[src/rtl/id_ex_pipe.sv]
// ID/EX pipeline register with valid/ready handshake, flush, load-use
// hazard detection with single-bubble stall, and a saturating stall counter.
//
// Ports:
//   clk, rst_n            clock, asynchronous active-low reset
//   flush                 kill the instruction entering EX
//   ID_valid / ID_ready   decode-side handshake
//   ID_ctl*, ID_*         control groups, operand data, register specifiers
//   EX_ready / EX_valid   execute-side handshake
//   EX_ctl*, EX_*         registered controls (zero while EX_valid=0), data
//   hazard                load-use hazard detected this cycle
//   stall_cnt             saturating count of hazard cycles

module id_ex_pipe #(
    parameter int DATA_W      = 32,
    parameter int REG_AW      = 5,
    parameter int CTLWB_W     = 2,
    parameter int CTLM_W      = 3,
    parameter int CTLEX_W     = 4,
    parameter int MEMRD_BIT   = 1,
    parameter int STALL_CNT_W = 16
) (
    input  logic                   clk,
    input  logic                   rst_n,
    input  logic                   flush,

    input  logic                   ID_valid,
    output logic                   ID_ready,
    input  logic [CTLWB_W-1:0]     ID_ctlwb,
    input  logic [CTLM_W-1:0]      ID_ctlm,
    input  logic [CTLEX_W-1:0]     ID_ctlex,
    input  logic [DATA_W-1:0]      ID_npc,
    input  logic [DATA_W-1:0]      ID_rd1,
    input  logic [DATA_W-1:0]      ID_rd2,
    input  logic [DATA_W-1:0]      ID_imm,
    input  logic [REG_AW-1:0]      ID_rs,
    input  logic [REG_AW-1:0]      ID_rt,
    input  logic [REG_AW-1:0]      ID_rd,

    input  logic                   EX_ready,
    output logic                   EX_valid,
    output logic [CTLWB_W-1:0]     EX_ctlwb,
    output logic [CTLM_W-1:0]      EX_ctlm,
    output logic [CTLEX_W-1:0]     EX_ctlex,
    output logic [DATA_W-1:0]      EX_npc,
    output logic [DATA_W-1:0]      EX_rd1,
    output logic [DATA_W-1:0]      EX_rd2,
    output logic [DATA_W-1:0]      EX_imm,
    output logic [REG_AW-1:0]      EX_rs,
    output logic [REG_AW-1:0]      EX_rt,
    output logic [REG_AW-1:0]      EX_rd,

    output logic                   hazard,
    output logic [STALL_CNT_W-1:0] stall_cnt
);

    // ---------------------------------------------------------------
    // Stage state
    // ---------------------------------------------------------------
    logic                   valid_q;
    logic [CTLWB_W-1:0]     ctlwb_q;
    logic [CTLM_W-1:0]      ctlm_q;
    logic [CTLEX_W-1:0]     ctlex_q;
    logic [DATA_W-1:0]      npc_q;
    logic [DATA_W-1:0]      rd1_q;
    logic [DATA_W-1:0]      rd2_q;
    logic [DATA_W-1:0]      imm_q;
    logic [REG_AW-1:0]      rs_q;
    logic [REG_AW-1:0]      rt_q;
    logic [REG_AW-1:0]      rd_q;
    logic [STALL_CNT_W-1:0] stall_q;

    // ---------------------------------------------------------------
    // Hazard detection
    // ---------------------------------------------------------------
    logic ex_is_load;
    logic rt_nonzero;
    logic rt_match;
    logic capture;
    logic advance;
    logic stall_sat;

    // A load in EX writes rt; a dependent reader in ID must wait one
    // cycle. $zero is never a real dependency.
    assign ex_is_load = valid_q & ctlm_q[MEMRD_BIT];
    assign rt_nonzero = |rt_q;
    assign rt_match   = (rt_q == ID_rs) | (rt_q == ID_rt);
    assign hazard     = ID_valid & ex_is_load & rt_nonzero & rt_match;

    // ID_valid reaches ID_ready only through hazard.
    assign ID_ready   = EX_ready & ~hazard & ~flush;

    // advance: the stage moves this edge (either capture or bubble)
    assign advance    = EX_ready & ~flush;
    assign capture    = advance & ID_valid & ~hazard;

    assign stall_sat  = &stall_q;

    // ---------------------------------------------------------------
    // Valid and control group
    // ---------------------------------------------------------------
    always_ff @(posedge clk or negedge rst_n) begin
        if (!rst_n) begin
            valid_q <= 1'b0;
            ctlwb_q <= '0;
            ctlm_q  <= '0;
            ctlex_q <= '0;
        end else if (flush) begin
            valid_q <= 1'b0;
            ctlwb_q <= '0;
            ctlm_q  <= '0;
            ctlex_q <= '0;
        end else if (EX_ready) begin
            if (capture) begin
                valid_q <= 1'b1;
                ctlwb_q <= ID_ctlwb;
                ctlm_q  <= ID_ctlm;
                ctlex_q <= ID_ctlex;
            end else begin
                // bubble: no valid input or a load-use hazard
                valid_q <= 1'b0;
                ctlwb_q <= '0;
                ctlm_q  <= '0;
                ctlex_q <= '0;
            end
        end
    end

    // ---------------------------------------------------------------
    // Data and specifiers: only written on an actual transfer
    // ---------------------------------------------------------------
    always_ff @(posedge clk or negedge rst_n) begin
        if (!rst_n) begin
            npc_q <= '0;
            rd1_q <= '0;
            rd2_q <= '0;
            imm_q <= '0;
            rs_q  <= '0;
            rt_q  <= '0;
            rd_q  <= '0;
        end else if (capture) begin
            npc_q <= ID_npc;
            rd1_q <= ID_rd1;
            rd2_q <= ID_rd2;
            imm_q <= ID_imm;
            rs_q  <= ID_rs;
            rt_q  <= ID_rt;
            rd_q  <= ID_rd;
        end
    end

    // ---------------------------------------------------------------
    // Saturating stall counter (survives flush)
    // ---------------------------------------------------------------
    always_ff @(posedge clk or negedge rst_n) begin
        if (!rst_n) begin
            stall_q <= '0;
        end else if (hazard && !stall_sat) begin
            stall_q <= stall_q + STALL_CNT_W'(1);
        end
    end

    // ---------------------------------------------------------------
    // Outputs; controls gated so an empty stage can never write
    // ---------------------------------------------------------------
    assign EX_valid  = valid_q;
    assign EX_ctlwb  = ctlwb_q & {CTLWB_W{valid_q}};
    assign EX_ctlm   = ctlm_q  & {CTLM_W{valid_q}};
    assign EX_ctlex  = ctlex_q & {CTLEX_W{valid_q}};
    assign EX_npc    = npc_q;
    assign EX_rd1    = rd1_q;
    assign EX_rd2    = rd2_q;
    assign EX_imm    = imm_q;
    assign EX_rs     = rs_q;
    assign EX_rt     = rt_q;
    assign EX_rd     = rd_q;
    assign stall_cnt = stall_q;

endmodule

[config.mk]
export PLATFORM = sky130hd
export DESIGN_NAME = id_ex_pipe
export DESIGN_NICKNAME = d
export VERILOG_FILES = /design/src/rtl/id_ex_pipe.sv
export SDC_FILE = /design/constraint.sdc
export NUM_CORES = 1
export LEC_CHECK = 0
export CAP_MARGIN = 15
export CELL_PAD_IN_SITES_DETAIL_PLACEMENT = 1
export CELL_PAD_IN_SITES_GLOBAL_PLACEMENT = 2
export CORE_ASPECT_RATIO = 0.8
export CORE_UTILIZATION = 24
export CTS_CLUSTER_SIZE = 8
export DETAILED_ROUTE_END_ITERATION = 12
export GPL_ROUTABILITY_DRIVEN = 0
export PLACE_DENSITY_LB_ADDON = 0.1
export SYNTH_ARGS = -nofsm -noshare
export SYNTH_HDL_FRONTEND = slang
export SYNTH_SLANG_ARGS = --single-unit
export TNS_END_PERCENT = 10
[constraint.sdc]
create_clock -name clk -period 3 [get_ports clk]
set_input_delay 0.3 -clock clk [delete_from_list [all_inputs] [get_ports clk]]
set_output_delay 0.3 -clock clk [all_outputs]
set_load 0.02 [all_outputs]
* Word-level counts from Yosys, hierarchy flattened
Index checks and enable logic that the tools add are counted.
** Cells by class
- Add/subtract/negate cells :: 1
- Multiply operators :: 0
- Div/mod/pow operators :: 0
- $lt $le $gt $ge :: 0
- Equality and inequality tests :: 2
- Shift operators :: 0
- Multiplexer cells :: 12
- Bitwise logic cells :: 15
- Reductions and logical operators :: 5
** Operators with widths (number)
- $add A16 B1 Y16 const B :: 1
- $reduce_and A16 Y1 :: 1
- $mux W4 :: 3
- $eq A5 B5 Y1 :: 2
- $and A1 B1 Y1 :: 9
- $mux W3 :: 3
- $mux W2 :: 3
- $reduce_or A5 Y1 :: 1
- $and A4 B4 Y4 :: 1
- $and A3 B3 Y3 :: 1
- $mux W1 :: 3
- $and A2 B2 Y2 :: 1
- $not A1 Y1 :: 2
- $reduce_bool A2 Y1 :: 1
- $logic_and A1 B1 Y1 :: 1
- $logic_not A1 Y1 :: 1
- $or A1 B1 Y1 :: 1
** Word-level totals
- Register bits :: 169
- Latch bits :: 0
- Bits in writable memories :: 0
- Memory bits (read-only) :: 0
- Input bits :: 157
- Output and inout bits :: 171
- Word-level logic and storage cells :: 47
- Memories :: 0

* Longest topological paths before layout
- Depth in word-level cells :: 9
- Gate-level depth with buffers :: 7
- Depth with buffers taken out :: 6

* Worst setup path after synthesis
OpenSTA, ideal clock, no wires.
- Kind :: register -> register
- From :: register rt_q[0] (netlist: EX_rt[0])
- To :: register npc_q[0] (netlist: EX_npc[0])
- Setup time :: 0.127 ns
- Arrival :: 2.378 ns
- Data required time :: 2.873 ns
- Slack :: 0.495 ns
- Cell stages (with the launch flop) :: 7
- Buffers on the path :: 2
- Clock period less this slack :: 2.505 ns
- Cell sequence :: dfrtp_1 > or4_1 > o211a_1 > a211oi_2 > buf_4 > buf_6 > mux2_1
** Between the ends
- Longest elaborated chain between the ends :: 5
- Elaborated cells between the ends (all ways) :: 8
- Classes of those cells :: 2 x eq/ne; 5 x bitwise; 1 x reduce/logical
** Ends and longest elaborated chain
- from (decl) :: RTL line 69 : logic [REG_AW-1:0] rt_q;
- from (signal assigned) :: RTL line 147 : rt_q <= ID_rt;
- $eq A5 B5 Y1 or $reduce_or A5 Y1 (tied branches) :: RTL line 87, 86
- $or A1 B1 Y1 or $and A1 B1 Y1 (tied branches) :: RTL line 87, 88
- $and A1 B1 Y1 (*) :: RTL line 88 : assign hazard = ID_valid & ex_is_load & rt_nonzero & rt_match;
- $not A1 Y1 (*) :: RTL line 95 : assign capture = advance & ID_valid & ~hazard;
- $and A1 B1 Y1 (*) :: RTL line 95
- to (signal assigned) :: RTL line 142 : npc_q <= ID_npc;
- to (decl) :: RTL line 64 : logic [DATA_W-1:0] npc_q;
Every way passes the cells marked *; elsewhere a longest branch is shown, timed or not.
A chain may end at the register's enable or synchronous reset.

* Worst setup path in the final report
- From :: register rt_q[0] (netlist: EX_rt[0])
- To :: output hazard
** Between the ends
- Longest elaborated chain between the ends :: 3
- Elaborated cells between the ends (all ways) :: 6
- Classes of those cells :: 2 x eq/ne; 3 x bitwise; 1 x reduce/logical
** Ends and longest elaborated chain
- $eq A5 B5 Y1 or $reduce_or A5 Y1 (tied branches) :: RTL line 87, 86
- $or A1 B1 Y1 or $and A1 B1 Y1 (tied branches) :: RTL line 87, 88
- $and A1 B1 Y1 (*) :: RTL line 88
- to (decl) :: RTL line 53 : output logic hazard,
Marks and branches as above.

==> impl_metrics.csv <==
group,metric,value,unit
route,drt-pass1-iter-count,4,
worst_hold_path,hold_class,"in -> reg",
route,drt_iter0_markers,166,
floorplan,rows,54,
clock_tree,cts_setup_buffers,0,
worst_setup_path,setup.worst_path.class,"reg -> out",
placement,portBuffers,327,
floorplan,initial_core_util,0.244,
clock_tree,clk_latency,0.43,ns
final_layout,nets,924,
synthesis,synth.area.top_cells,"dfrtp_1 64%, mux2_2 14%, mux2_1 10%",
global_routing,grt_use_total,0.149,
sta,final-hold-violation-count,0,
global_routing,grt_pass1_vias,5327,
route,vias,4782,
synthesis,synth.top_cell.area_share,0.635,
route,top_layer_used,"met4",
route,wl,20500,microns
synthesis,ys_seq_area_frac,0.635,
final_layout,fillCellCount,2803,
sta,tns,0,ns
global_routing,antenna_found_initial,2,
worst_setup_path,cp_max_fo,5,
final_layout,drive_above_1_share,0.160,
synthesis,ys_ff_latch,169,
worst_setup_path,cp-end-kind,"output port",
clock_tree,ctsHtreeMaxLevel,4,
synthesis,syn_area_per_cell,15.5,sq um
sta,drv_slew,0,
route,post_drt_wl_per_cell,17.9,microns
pwr,power_leakage,4.49,nW
synthesis,synth_top_area_cell,"dfrtp_1",
global_routing,grt_overflow_total,0,
sta,fmax,351,MHz
clock_tree,numCtsBuffers,17,
synthesis,ys_async_sr_fraction,1.00,
worst_setup_path,arrival,2.55,ns
synthesis,netlist_instances,430,
route,met1_length,8200,microns
sta,rsz0062_at_grt,"false",
synthesis,yosysMostFrequentCell,"dfrtp_1",
synthesis,synthesis.nets,588,
worst_setup_path,ff2ff_setup_slack,0.32,ns
sta,period_share,0.949,
route,dr_wl_met2,10400,microns
floorplan,core,0.0272,sq mm
synthesis,yosys-top-cells-count,"169 x dfrtp_1, 84 x mux2_2, 60 x mux2_1",
sta,tightest_slew,0.789,ns
placement,place_inst,1110,
floorplan,dieArea,0.0284,sq mm
floorplan,ioPinCount,328,
global_routing,grt_pass1_wl,31900,microns
clock_tree,cts_tree,"yes",
pwr,power.density,661,mW/mm^2
route,viasPerCell,4.17,
synthesis,synth_edf_count,0,
worst_setup_path,cp-start-kind,"register",
sta,finalCriticalPeriod,2.85,ns
sta,maxSlewHeadroom,0.474,
route,route.detailed.drc,0,
final_layout,area_delta_synth_final,66.3,%
clock_tree,cts_buffer_depth,2,
synthesis,synth-main-ff-cell,"dfrtp_1",
synthesis,netlist_area,0.00666,sq mm
clock_tree,clockRootBuffer,"clkbuf_16",
job,max-cap-violations,0,
placement,dp_worst_setup_slack,0.325,ns
global_routing,grt_max_degree,79,
clock_tree,clk_pin_slew,0.07,ns
pwr,max-vdd-ir-drop,0.355,mV
clock_tree,clock_sinks,169,
final_layout,fin_cells,1146,
floorplan,die_h,151,microns
placement,dp_hpwl,15100,microns
outcome,status,"completed",
route,met3_length,1610,microns
worst_setup_path,crit_required,2.70,ns
sta,setup_viol,0,
synthesis,yosysWarnings,0,
route,ant_nets,0,
floorplan,die_w,188,microns
sta,clock_skew,0.00886,ns
sta,setup_ws,0.153,ns
synthesis,synthDistinctLibCells,33,
[cell usage in the layout, fill, tap and decap left out, types with 2 or more instances in the layout]
master / Yosys / layout
mux2_1: 60 / 60
and2_1: 10 / 10
dfrtp_1: 169 / 169
clkbuf_16: 0 / 17
clkdlybuf4s50_1: 0 / 325
o211ai_1: 2 / 2
nor4_1: 2 / 2
clkinvlp_4: 0 / 3
nand3_1: 12 / 12
mux2_2: 84 / 84
buf_12: 0 / 6
inv_1: 4 / 4
diode_2: 0 / 3
nor3_1: 2 / 2
nand2_1: 7 / 7
a22o_1: 9 / 9
xnor2_1: 23 / 23
bufinv_16: 0 / 5
clkinv_4: 0 / 2
nor2_1: 6 / 6
nand4_1: 5 / 5
inv_6: 0 / 4
and3_1: 3 / 3
[flip-flops by register name, indices dropped and copies added (netlist names), 4 cells and up]
signal     count
EX_imm        32
EX_npc        32
EX_rd          5
EX_rd1        32
EX_rd2        32
EX_rs          5
EX_rt          5
ctlex_q        4
stall_cnt     16
[worst max-delay path: stages (launching register included)]
cell	delay, ns
dfrtp_1	0.44
or4_1	0.60
o211a_1	0.33
and2_1	0.21
clkdlybuf4s50_1	0.54
[power breakdown]
group	leakage, nW	switching (mW)	internal, mW
Sequential	2.04	0.205	2.65
Clock	0.313	0.987	1.50
Combinational	2.14	0.898	1.08
[per-layer routing]
layer / global-route usage / up-vias
met5: 0 / -
li1: - / 2199
met2: 0.253 / 173
met1: 0.174 / 2395
met4: 0.0463 / 0
met3: 0.0549 / 15
[path summary, 6_finish.rpt]
| check | endpoint | depth (start not counted) | startpoint |
|---|---|---|---|
| worst min-delay path | EX_rd2[5] | 2 | ID_rd2[5] |
| worst min register to register | EX_rd2[14] | 1 | EX_rd2[14] |
| min in group asynchronous | EX_npc[22] | 2 | rst_n |
| worst max-delay path | hazard | 4 | EX_rt[0] |
| max in group asynchronous | EX_rd2[13] | 3 | rst_n |
| worst max register to register | EX_rd2[0] | 6 | EX_rt[0] |
[cells by family after synthesis]
logic type,count (synthesis),share of synthesized area
buffers and inverters,22,0.0220
xor gates and xnor gates,24,0.0316
adders and majority gates,1,0.00188
and+or+nand+nor,53,0.0436
muxes,145,0.245
DFF,169,0.635
AOI/OAI and AO/OA,16,0.0205
[cell type report]
class / count / area (sq um) / share of cell area
Antenna cell: 3 / 7.51 / 0.000678
Clock buffer: 17 / 425 / 0.0384
Clock inverter: 15 / 236 / 0.0214
Inverter: 4 / 15.0 / 0.00136
Multi-Input combinational cell: 239 / 2290 / 0.207
Sequential cell: 169 / 4230 / 0.382
Tap cell: 364 / 455 / 0.0411
Timing Repair Buffer: 335 / 3410 / 0.308
[stage by stage]
| step | total power [mW] | hold slack (ns) | instance area (sq um) | utilization |
|---|---|---|---|---|
| 5_1_grt | 7.68 | 0.446 | 11100 | 0.406 |
| 6_report | 7.32 | 0.467 | 11100 | 0.406 |
| 4_1_cts | 7.46 | 0.437 | 11100 | 0.406 |
| 3_3_place_gp | 4.87 | 0.404 | 10400 | 0.382 |
| 2_1_floorplan | 3.73 | 0.00441 | 6660 | - |
| 3_5_place_dp | 4.91 | 0.417 | 10400 | 0.382 |
[timing repair]
| item | in CTS | in global routing |
|---|---|---|
| setup endpoints to repair | 1 | 0 |
| hold buffers | 1 | 0 |
| resized for setup | 1 | 0 |
| hold endpoints to repair | 76 | 0 |
(Power assumes the default switching activity.)
